[src/rtl/mux21_arbiter_if.sv]
// Handshake bundle between two requesters, the arbiter and the downstream consumer.
// The master side is the requesters plus the consumer; the slave side is the arbiter.
interface mux21_arbiter_if #(
  parameter int WIDTH = 4
);
  logic             req_0;
  logic [WIDTH-1:0] datain_0;
  logic             ack_0;
  logic             req_1;
  logic [WIDTH-1:0] datain_1;
  logic             ack_1;
  logic             select;
  logic [WIDTH-1:0] out;
  logic             out_src;
  logic             out_valid;
  logic             out_ready;

  modport master (
    output req_0, datain_0, req_1, datain_1, out_ready,
    input  ack_0, ack_1, select, out, out_src, out_valid
  );

  modport slave (
    input  req_0, datain_0, req_1, datain_1, out_ready,
    output ack_0, ack_1, select, out, out_src, out_valid
  );
endinterface

[src/rtl/mux21_arbiter.sv]
// Round-robin arbiter for the shared 2:1 data mux, capping grants at BURST_MAX beats.
// Define MUX21_ARB_FIXED_PRIO_EN to make IDLE ties always favour requester 0.
module mux21_arbiter #(
  parameter int WIDTH     = 4,
  parameter int BURST_MAX = 4,
  parameter int CNT_W     = 3
) (
  input  logic              i_clk,
  input  logic              i_rst,
  mux21_arbiter_if.slave    bus
);

  typedef enum logic [1:0] {
    IDLE   = 2'd0,
    GRANT0 = 2'd1,
    GRANT1 = 2'd2
  } state_t;

  localparam logic [CNT_W-1:0] LP_BEAT_LAST = CNT_W'(BURST_MAX - 1);

  state_t           r_state;
  logic [WIDTH-1:0] r_out;
  logic             r_out_src;
  logic             r_out_valid;
  logic             r_last;
  logic [CNT_W-1:0] r_beat_cnt;

  logic             w_space;
  logic             w_ack_0;
  logic             w_ack_1;
  logic             w_ack;
  logic             w_select;
  logic [WIDTH-1:0] w_mux_data;
  logic             w_tie_grant_1;
  logic             w_beat_last;

  // A slot is free when empty or when the held word leaves this cycle.
  assign w_space     = !r_out_valid || bus.out_ready;
  assign w_ack_0     = !i_rst && (r_state == GRANT0) && bus.req_0 && w_space;
  assign w_ack_1     = !i_rst && (r_state == GRANT1) && bus.req_1 && w_space;
  assign w_ack       = w_ack_0 || w_ack_1;
  assign w_select    = (r_state == GRANT1);
  assign w_mux_data  = w_select ? bus.datain_1 : bus.datain_0;
  assign w_beat_last = (r_beat_cnt == LP_BEAT_LAST);

`ifdef MUX21_ARB_FIXED_PRIO_EN
  assign w_tie_grant_1 = 1'b0;
`else
  assign w_tie_grant_1 = !r_last;
`endif

  assign bus.ack_0     = w_ack_0;
  assign bus.ack_1     = w_ack_1;
  assign bus.select    = w_select;
  assign bus.out       = r_out;
  assign bus.out_src   = r_out_src;
  assign bus.out_valid = r_out_valid;

  always_ff @(posedge i_clk) begin
    if (i_rst) begin
      r_state     <= IDLE;
      r_out       <= '0;
      r_out_src   <= 1'b0;
      r_out_valid <= 1'b0;
      r_last      <= 1'b1;
      r_beat_cnt  <= '0;
    end else begin
      // Output stage: a load wins over a consume, keeping back-to-back throughput.
      if (w_ack) begin
        r_out       <= w_mux_data;
        r_out_src   <= w_ack_1;
        r_out_valid <= 1'b1;
        r_last      <= w_ack_1;
      end else if (r_out_valid && bus.out_ready) begin
        r_out_valid <= 1'b0;
      end

      case (r_state)
        IDLE: begin
          r_beat_cnt <= '0;
          if (bus.req_0 && bus.req_1) begin
            r_state <= w_tie_grant_1 ? GRANT1 : GRANT0;
          end else if (bus.req_0) begin
            r_state <= GRANT0;
          end else if (bus.req_1) begin
            r_state <= GRANT1;
          end else begin
            r_state <= IDLE;
          end
        end
        GRANT0: begin
          if (!bus.req_0) begin
            r_beat_cnt <= '0;
            r_state    <= bus.req_1 ? GRANT1 : IDLE;
          end else if (w_ack_0) begin
            if (w_beat_last) begin
              r_beat_cnt <= '0;
              r_state    <= bus.req_1 ? GRANT1 : GRANT0;
            end else begin
              r_beat_cnt <= r_beat_cnt + CNT_W'(1);
            end
          end else begin
            r_beat_cnt <= r_beat_cnt;
          end
        end
        GRANT1: begin
          if (!bus.req_1) begin
            r_beat_cnt <= '0;
            r_state    <= bus.req_0 ? GRANT0 : IDLE;
          end else if (w_ack_1) begin
            if (w_beat_last) begin
              r_beat_cnt <= '0;
              r_state    <= bus.req_0 ? GRANT0 : GRANT1;
            end else begin
              r_beat_cnt <= r_beat_cnt + CNT_W'(1);
            end
          end else begin
            r_beat_cnt <= r_beat_cnt;
          end
        end
        default: begin
          r_state    <= IDLE;
          r_beat_cnt <= '0;
        end
      endcase
    end
  end

endmodule

[src/flat_wrapper.sv]
// flat-port wrapper written by rule: the top's interface ports become plain ports
module mux21_arbiter_flat 
#(
  parameter int WIDTH     = 4,
  parameter int BURST_MAX = 4,
  parameter int CNT_W     = 3
)
  (i_clk, i_rst, bus_req_0, bus_datain_0, bus_req_1, bus_datain_1, bus_out_ready, bus_ack_0, bus_ack_1, bus_select, bus_out, bus_out_src, bus_out_valid);
  mux21_arbiter_if #(.WIDTH(WIDTH)) bus_i ();
  input  logic i_clk;
  input  logic i_rst;
  input wire logic [$bits(bus_i.req_0)-1:0] bus_req_0;
  input wire logic [$bits(bus_i.datain_0)-1:0] bus_datain_0;
  input wire logic [$bits(bus_i.req_1)-1:0] bus_req_1;
  input wire logic [$bits(bus_i.datain_1)-1:0] bus_datain_1;
  input wire logic [$bits(bus_i.out_ready)-1:0] bus_out_ready;
  output wire logic [$bits(bus_i.ack_0)-1:0] bus_ack_0;
  output wire logic [$bits(bus_i.ack_1)-1:0] bus_ack_1;
  output wire logic [$bits(bus_i.select)-1:0] bus_select;
  output wire logic [$bits(bus_i.out)-1:0] bus_out;
  output wire logic [$bits(bus_i.out_src)-1:0] bus_out_src;
  output wire logic [$bits(bus_i.out_valid)-1:0] bus_out_valid;
  assign bus_i.req_0 = bus_req_0;
  assign bus_i.datain_0 = bus_datain_0;
  assign bus_i.req_1 = bus_req_1;
  assign bus_i.datain_1 = bus_datain_1;
  assign bus_i.out_ready = bus_out_ready;
  assign bus_ack_0 = bus_i.ack_0;
  assign bus_ack_1 = bus_i.ack_1;
  assign bus_select = bus_i.select;
  assign bus_out = bus_i.out;
  assign bus_out_src = bus_i.out_src;
  assign bus_out_valid = bus_i.out_valid;
  mux21_arbiter #(.WIDTH(WIDTH), .BURST_MAX(BURST_MAX), .CNT_W(CNT_W)) u_core (.i_clk(i_clk), .i_rst(i_rst), .bus(bus_i));
endmodule
[config.mk]
export PLATFORM = sky130hd
export DESIGN_NAME = mux21_arbiter_flat
export DESIGN_NICKNAME = d
export VERILOG_FILES = /design/src/rtl/mux21_arbiter_if.sv /design/src/rtl/mux21_arbiter.sv /design/src/flat_wrapper.sv
export SDC_FILE = /design/constraint.sdc
export NUM_CORES = 1
export LEC_CHECK = 0
export CORE_MARGIN = 3
export CORE_UTILIZATION = 44
export CTS_CLUSTER_SIZE = 28
export DETAILED_ROUTE_END_ITERATION = 10
export GPL_TIMING_DRIVEN = 0
export PLACE_DENSITY = 0.77
export SKIP_LAST_GASP = 1
export SYNTH_ARGS = -nofsm -noshare
export SYNTH_HDL_FRONTEND = slang
export SYNTH_SLANG_ARGS = --single-unit
[constraint.sdc]
create_clock -name i_clk -period 1.89 [get_ports i_clk]
set_input_delay 0.378 -clock i_clk [delete_from_list [all_inputs] [get_ports i_clk]]
set_output_delay 0.378 -clock i_clk [all_outputs]
set_load 0.005 [all_outputs]
==> out/metrics.cfg, run 1 <==
[power_and_ir_drop]
p_seq_share_pct = 40.9
p_sw_share_pct = 27.3
p_leak_uw = 0.000367
irDropWorstVdd_uv = 457
p_int_uw = 513
power.switching_uw = 193
power-per-cell-area_mw_per_mm2 = 718
p_comb_share_pct = 29.8
p_clk_share_pct = 29.3

[flow_run]
max_cap_viol_count = 0

[cts]
clk_pin_slew_ps = 70
cts_sinks = 12
cts_buffers = 3
ctsHoldBuffers = 0
clock_latency_ps = 280
cts_buffer_depth = 2
cts_tree = yes
h-tree-depth = 1
clock-root-buffer = clkbuf_4

[yosys]
yosysWarnings = 0
ys_seq_area_share_pct = 35.2
postSynthCellCount = 73
synth_nets = 91
synth_seq_cells = 12
netlist_area_um2 = 683
ys_types = 24
postSynthAreaPerCell_um2 = 9.36

[drt]
wl_per_cell_um = 13.5
vias_per_cell = 5.46
drtIter0Drc = 11
via_count = 623
first_pass_iters = 4
drc_errors = 0
wl_um = 1540
ant_nets = 0

[sta]
finalHoldViolations = 0
max_slew_margin_pct = 83.1
fmax_mhz = 538
fin_skew_ps = 8.21
maxSlewViolCount = 0
fin_ws_ps = 31.1
min_period_over_period_pct = 98.4
tightestPinTransition_ps = 253
setup_viol = 0
fin_crit_ps = 1860
rsz0062_at_grt = yes

[layout]
diodes = 0
drive_gt1_share_pct = 17.2
finalNonFillerCells = 114
area_delta_synth_final_pct = 44.0
nFillCells = 117
ff_latch_area_um2 = 241
fin_nets = 118
multi_input_area_um2 = 423

[place]
numPortBuffers = 21
place_ws_ps = -470
hpwl_um = 1140
dp_cells = 109
gp_congestion = 0.720

[worst_setup_path]
end_kind = primary output
path_max_fanout = 5
criticalPathCategory = register to primary output
startpoint_type = register
crit_arrival_ps = 1480
cp.required_ps = 1510

[global_routing]
grt_pass1_wl_um = 2430
first_global_vias = 580
antenna_found_initial = 0
grt_max_degree = 11
track_usage_pct = 16.6
overflow = 0

[floorplan]
dieArea_mm2 = 0.00206
fp-row-count = 13
io_pins = 22
start_util_pct = 49.4
die_w_um = 45.4
die_h_um = 45.4
fp.coreArea_mm2 = 0.00138

[hold_path]
min_path_type = register to register

[run_status]
outcome = finished clean

-- flip-flops by register name, indices dropped and copies added (netlist names) --
signal,cells
u_core.r_state,2
u_core.bus.out_src,1
u_core.bus.out_valid,1
u_core.r_beat_cnt,3
u_core.r_last,1
u_core.bus.out,4
-- path summary, 6_finish.rpt --
path | startpoint | to | slack [ps] | depth (start not counted)
max | u_core.r_state[0] | bus_ack_1 | 30 | 6
min | u_core.r_beat_cnt[2] | u_core.r_beat_cnt[2] | 460 | 2
max reg2reg | u_core.r_state[0] | u_core.r_state[1] | 280 | 8
min reg2reg | u_core.r_beat_cnt[2] | u_core.r_beat_cnt[2] | 460 | 2
-- cell type report --
class	count	area share, %
sequential	12	24.6
timing repair buffer	23	22.5
buffer	4	3.56
inverter	2	0.763
multi-input combinational	54	43.0
tap	15	1.91
clock buffer	4	3.69
-- per-stage QoR --
step / hold slack, ps / TNS [ps] / power [µW] / area, µm² / utilization, %
2_1_floorplan: 428 / 0 / 410 / 683 / -
3_3_place_gp: 458 / -966 / 492 / 912 / 66.0
3_5_place_dp: 448 / -938 / 496 / 912 / 66.0
4_1_cts: 462 / -75.6 / 701 / 947 / 68.5
5_1_grt: 487 / -33.7 / 746 / 983 / 71.1
6_report: 456 / 0 / 706 / 983 / 71.1
-- kinds of logic (layout without fill, tap and decap cells) --
logic type | after synthesis | in the layout | share of synthesized area (%)
AO/OA/AOI/OAI | 19 | 19 | 20.9
buffers and inverters | 7 | 33 | 6.23
flip-flops | 12 | 12 | 35.2
adder cells (fa/ha/maj) | 5 | 5 | 9.16
multiplexers | 6 | 6 | 8.79
AND/OR/NAND/NOR | 24 | 24 | 19.8
-- cells in the mapped netlist --
cell type | instances | share of area [%]
a21oi_1 | 6 | 4.4
o21ai_0 | 3 | 2.2
nand2_1 | 4 | 2.2
nor2b_1 | 3 | 2.7
ha_1 | 5 | 9.2
a311oi_1 | 4 | 5.1
a211oi_1 | 2 | 2.2
and2_1 | 2 | 1.8
or3_1 | 1 | 0.92
o2111ai_1 | 2 | 2.6
inv_1 | 2 | 1.1
nand2b_1 | 6 | 5.5
o31ai_4 | 1 | 3.1
mux2i_1 | 6 | 8.8
nor2_1 | 1 | 0.55
a22o_1 | 1 | 1.3
clkbuf_1 | 2 | 1.1
nand4b_1 | 1 | 1.3
nor3_1 | 3 | 2.2
dfxtp_1 | 12 | 35
buf_2 | 1 | 0.73
nand3_1 | 2 | 1.5
buf_6 | 2 | 3.3
nand3b_1 | 1 | 1.1
-- worst max-delay path, stage by stage, from the launching register on --
cell	delay (ps)
dfxtp_2	340
inv_1	80
ha_2	190
buf_6	110
nand2_1	70
nor3_2	170
dlygate4sd2_1	250
-- layer usage --
metal,GRT usage (%),vias to the layer above,wire [µm]
met5,0,-,0
met4,5.26,0,19
met3,7.11,5,102
met2,28.1,15,748
met1,18.4,287,668
li1,-,316,-
-- layout by cell type, fill, tap and decap left out --
| cell type | n |
|---|---|
| a211oi_1 | 2 |
| a21oi_1 | 6 |
| a22o_1 | 1 |
| a311oi_1 | 4 |
| and2_1 | 2 |
| buf_2 | 1 |
| buf_4 | 2 |
| buf_6 | 2 |
| clkbuf_4 | 4 |
| clkbuf_8 | 1 |
| clkdlybuf4s50_1 | 18 |
| dfxtp_1 | 11 |
| dfxtp_2 | 1 |
| dlygate4sd2_1 | 3 |
| ha_1 | 3 |
| ha_2 | 2 |
| inv_1 | 2 |
| mux2i_1 | 6 |
| nand2_1 | 4 |
| nand2b_1 | 6 |
| nand3_1 | 2 |
| nand3b_1 | 1 |
| nand4b_1 | 1 |
| nor2_1 | 1 |
| nor2b_1 | 2 |
| nor2b_4 | 1 |
| nor3_1 | 1 |
| nor3_2 | 2 |
| o2111ai_1 | 2 |
| o21ai_0 | 3 |
| o31ai_4 | 1 |
| or3_1 | 1 |
-- power groups by stage --
stage          registers [µW]  clock network, µW  logic, µW
6_report                  289                207        210
5_1_grt                   293                221        232
4_1_cts                   288                212        201
3_5_place_dp              294                  0        201
3_3_place_gp              294                  0        198
2_1_floorplan             293                  0        116
-- timing repair --
item	in CTS	in global routing
buffers inserted	0	2
hold endpoints to repair	0	0
gates resized for setup	6	6
cloned	0	0
setup endpoints to repair	2	2
(Power assumes the default switching activity.)
==> run 2, diff against run 1 <==
==> constraint.sdc (replaced) <==
create_clock -name i_clk -period 1.89 [get_ports i_clk]
set_input_delay 0.567 -clock i_clk [delete_from_list [all_inputs] [get_ports i_clk]]
set_output_delay 0.567 -clock i_clk [all_outputs]
set_load 0.005 [all_outputs]
==> run 2 against run 1 <==
Combinational power increased by 6%. Highest routed layer unchanged. Register-to-register slack improved by 30 ps. Clock power decreased by 2%. Fmax increased by 1.5%. Die area unchanged. Non-clock buffer count increased by 4. Critical path type unchanged. Setup slack improved by 27 ps.
==> out/metrics.cfg, run 2 (synthesis results as in run 1) <==
[run_status]
outcome = finished clean

[layout]
largest_reg_flops = 4
postLayoutCellArea_mm2 = 0.00104
diodes = 0
mostFrequentLayoutCells = clkdlybuf4s50_1, dfxtp_1
final_common_cell = clkdlybuf4s50_1
fin_nets = 122
area_delta_synth_final_pct = 51.8
drive_gt1_share_pct = 28.2
nFillCells = 100
final_util_pct = 75.0

[power_and_ir_drop]
p_seq_share_pct = 41.0
p_leak_uw = 0.000395
p_sw_share_pct = 27.5
p_comb_share_pct = 30.9
p_int_uw = 521
power-per-cell-area_mw_per_mm2 = 693
irDropWorstVdd_uv = 475
power.switching_uw = 198
power_uw = 719
p_clk_share_pct = 28.1

[drt]
via_count = 647
first_pass_iters = 4
drtIter0Drc = 11
vias_per_cell = 5.48
wl_um = 1630
ant_nets = 0
wl_per_cell_um = 13.8
drc_errors = 0

[place]
postPlaceCellArea_um2 = 912
gp_congestion = 0.720
numPortBuffers = 21
hpwl_um = 1140

[floorplan]
io_pins = 22
start_util_pct = 49.4
fp.coreArea_mm2 = 0.00138
die_w_um = 45.4
dieArea_mm2 = 0.00206
fp-row-count = 13
die_h_um = 45.4

[worst_setup_path]
reg2reg_depth = 8
criticalPathCategory = register to primary output
crit_arrival_ps = 1260
end_kind = primary output
startpoint_type = register
cp.required_ps = 1320
path_max_fanout = 4

[global_routing]
overflow = 0
first_global_vias = 614
antenna_found_initial = 0
track_usage_pct = 17.5
grt_pass1_wl_um = 2550
grt_max_degree = 11

[sta]
min_period_over_period_pct = 96.9
finalHoldViolations = 0
rsz0062_at_grt = yes
fmax_mhz = 546
tightestPinTransition_ps = 226
maxSlewViolCount = 0
max_slew_margin_pct = 84.9
fin_crit_ps = 1830
fin_skew_ps = 3.22
setup_viol = 0
hold_ws_ps = 458

[cts]
clock_latency_ps = 270
cts_tree = yes
cts_buffer_depth = 2
ctsHoldBuffers = 0
cts_sinks = 12
clk_pin_slew_ps = 70
cts_buffers = 3
h-tree-depth = 1
clock-root-buffer = clkbuf_4

[hold_path]
whs_path_depth = 2
min_path_type = register to register

[flow_run]
max_cap_viol_count = 0

## run 2: cell types whose count changed in the layout (fill, tap and decap cells not counted), moves of 2 or more
cell	delta
ha_2	-2
nand2_1	-2
buf_2	+3
inv_1	-2
dfxtp_4	+2
clkdlybuf4s50_1	-4
nand2_2	+2
ha_4	+2
buf_4	+4
## run 2: per-layer routing
metal  vias up  track usage [%]  wire [µm]
li1        325                -          -
met1       302             17.9        658
met2        18             31.8        855
met3         2             7.11        105
met4         0             5.26         11
met5         -                0          0
## run 2: final timing paths
check / from / to / slack [ps]
setup / recovery: u_core.r_state[0] / bus_ack_1 / 60
hold reg to reg: u_core.r_beat_cnt[2] / u_core.r_beat_cnt[2] / 460
setup reg to reg: u_core.r_state[0] / u_core.bus.out[2] / 310
hold / removal: u_core.r_beat_cnt[2] / u_core.r_beat_cnt[2] / 460
## run 2: critical path, stage by stage (launching register included)
cell,delay [ps]
dfxtp_4,370
inv_4,60
ha_4,120
buf_6,90
nand2_2,50
nor3_2,160
buf_2,130
## run 2: final cells by class
cell class                      count  area [µm²]  share of cell area, %
Multi-Input combinational cell     54         448                   43.2
Sequential cell                    12         248                   23.9
Timing Repair Buffer               27         235                   22.7
Buffer                              4        41.3                   3.98
Clock buffer                        4        36.3                   3.50
Tap cell                           15        18.8                   1.81
Inverter                            2        10.0                  0.965
## run 2: what timing repair did
action                                  4_1_cts  5_1_grt
setup buffers                                 5        1
pin swaps                                     1        3
endpoints found under the setup margin        3        2
gates resized for setup                      26       11
## run 2: through the flow
| stage | TNS [ps] | instances | setup WS [ps] |
|---|---|---|---|
| CTS | -70.7 | 117 | -45.3 |
| finish | 0 | 118 | 58.3 |
| global route | -30.3 | 118 | -20.4 |
| floorplan | 0 | 73 | 311 |
| global placement | -1720 | 109 | -868 |
| detailed placement | -1690 | 109 | -848 |
## run 2: power by group through the flow
stage	Clock, µW	Combinational, µW	Sequential, µW
after global routing	217	246	298
final	202	222	295
after global placement	0	198	294
after CTS	212	212	289
after floorplan	0	116	293
after detailed placement	0	201	294
==> run 3, diff against run 2 <==
--- a/config.mk
+++ b/config.mk
@@ -7,7 +7,6 @@
 export LEC_CHECK = 0
 export CORE_MARGIN = 3
 export CORE_UTILIZATION = 44
-export CTS_CLUSTER_SIZE = 28
 export DETAILED_ROUTE_END_ITERATION = 10
 export GPL_TIMING_DRIVEN = 0
 export PLACE_DENSITY = 0.77
==> results of run 3 <==
No change in the layout: final DEF, timing and power equal those of run 2.
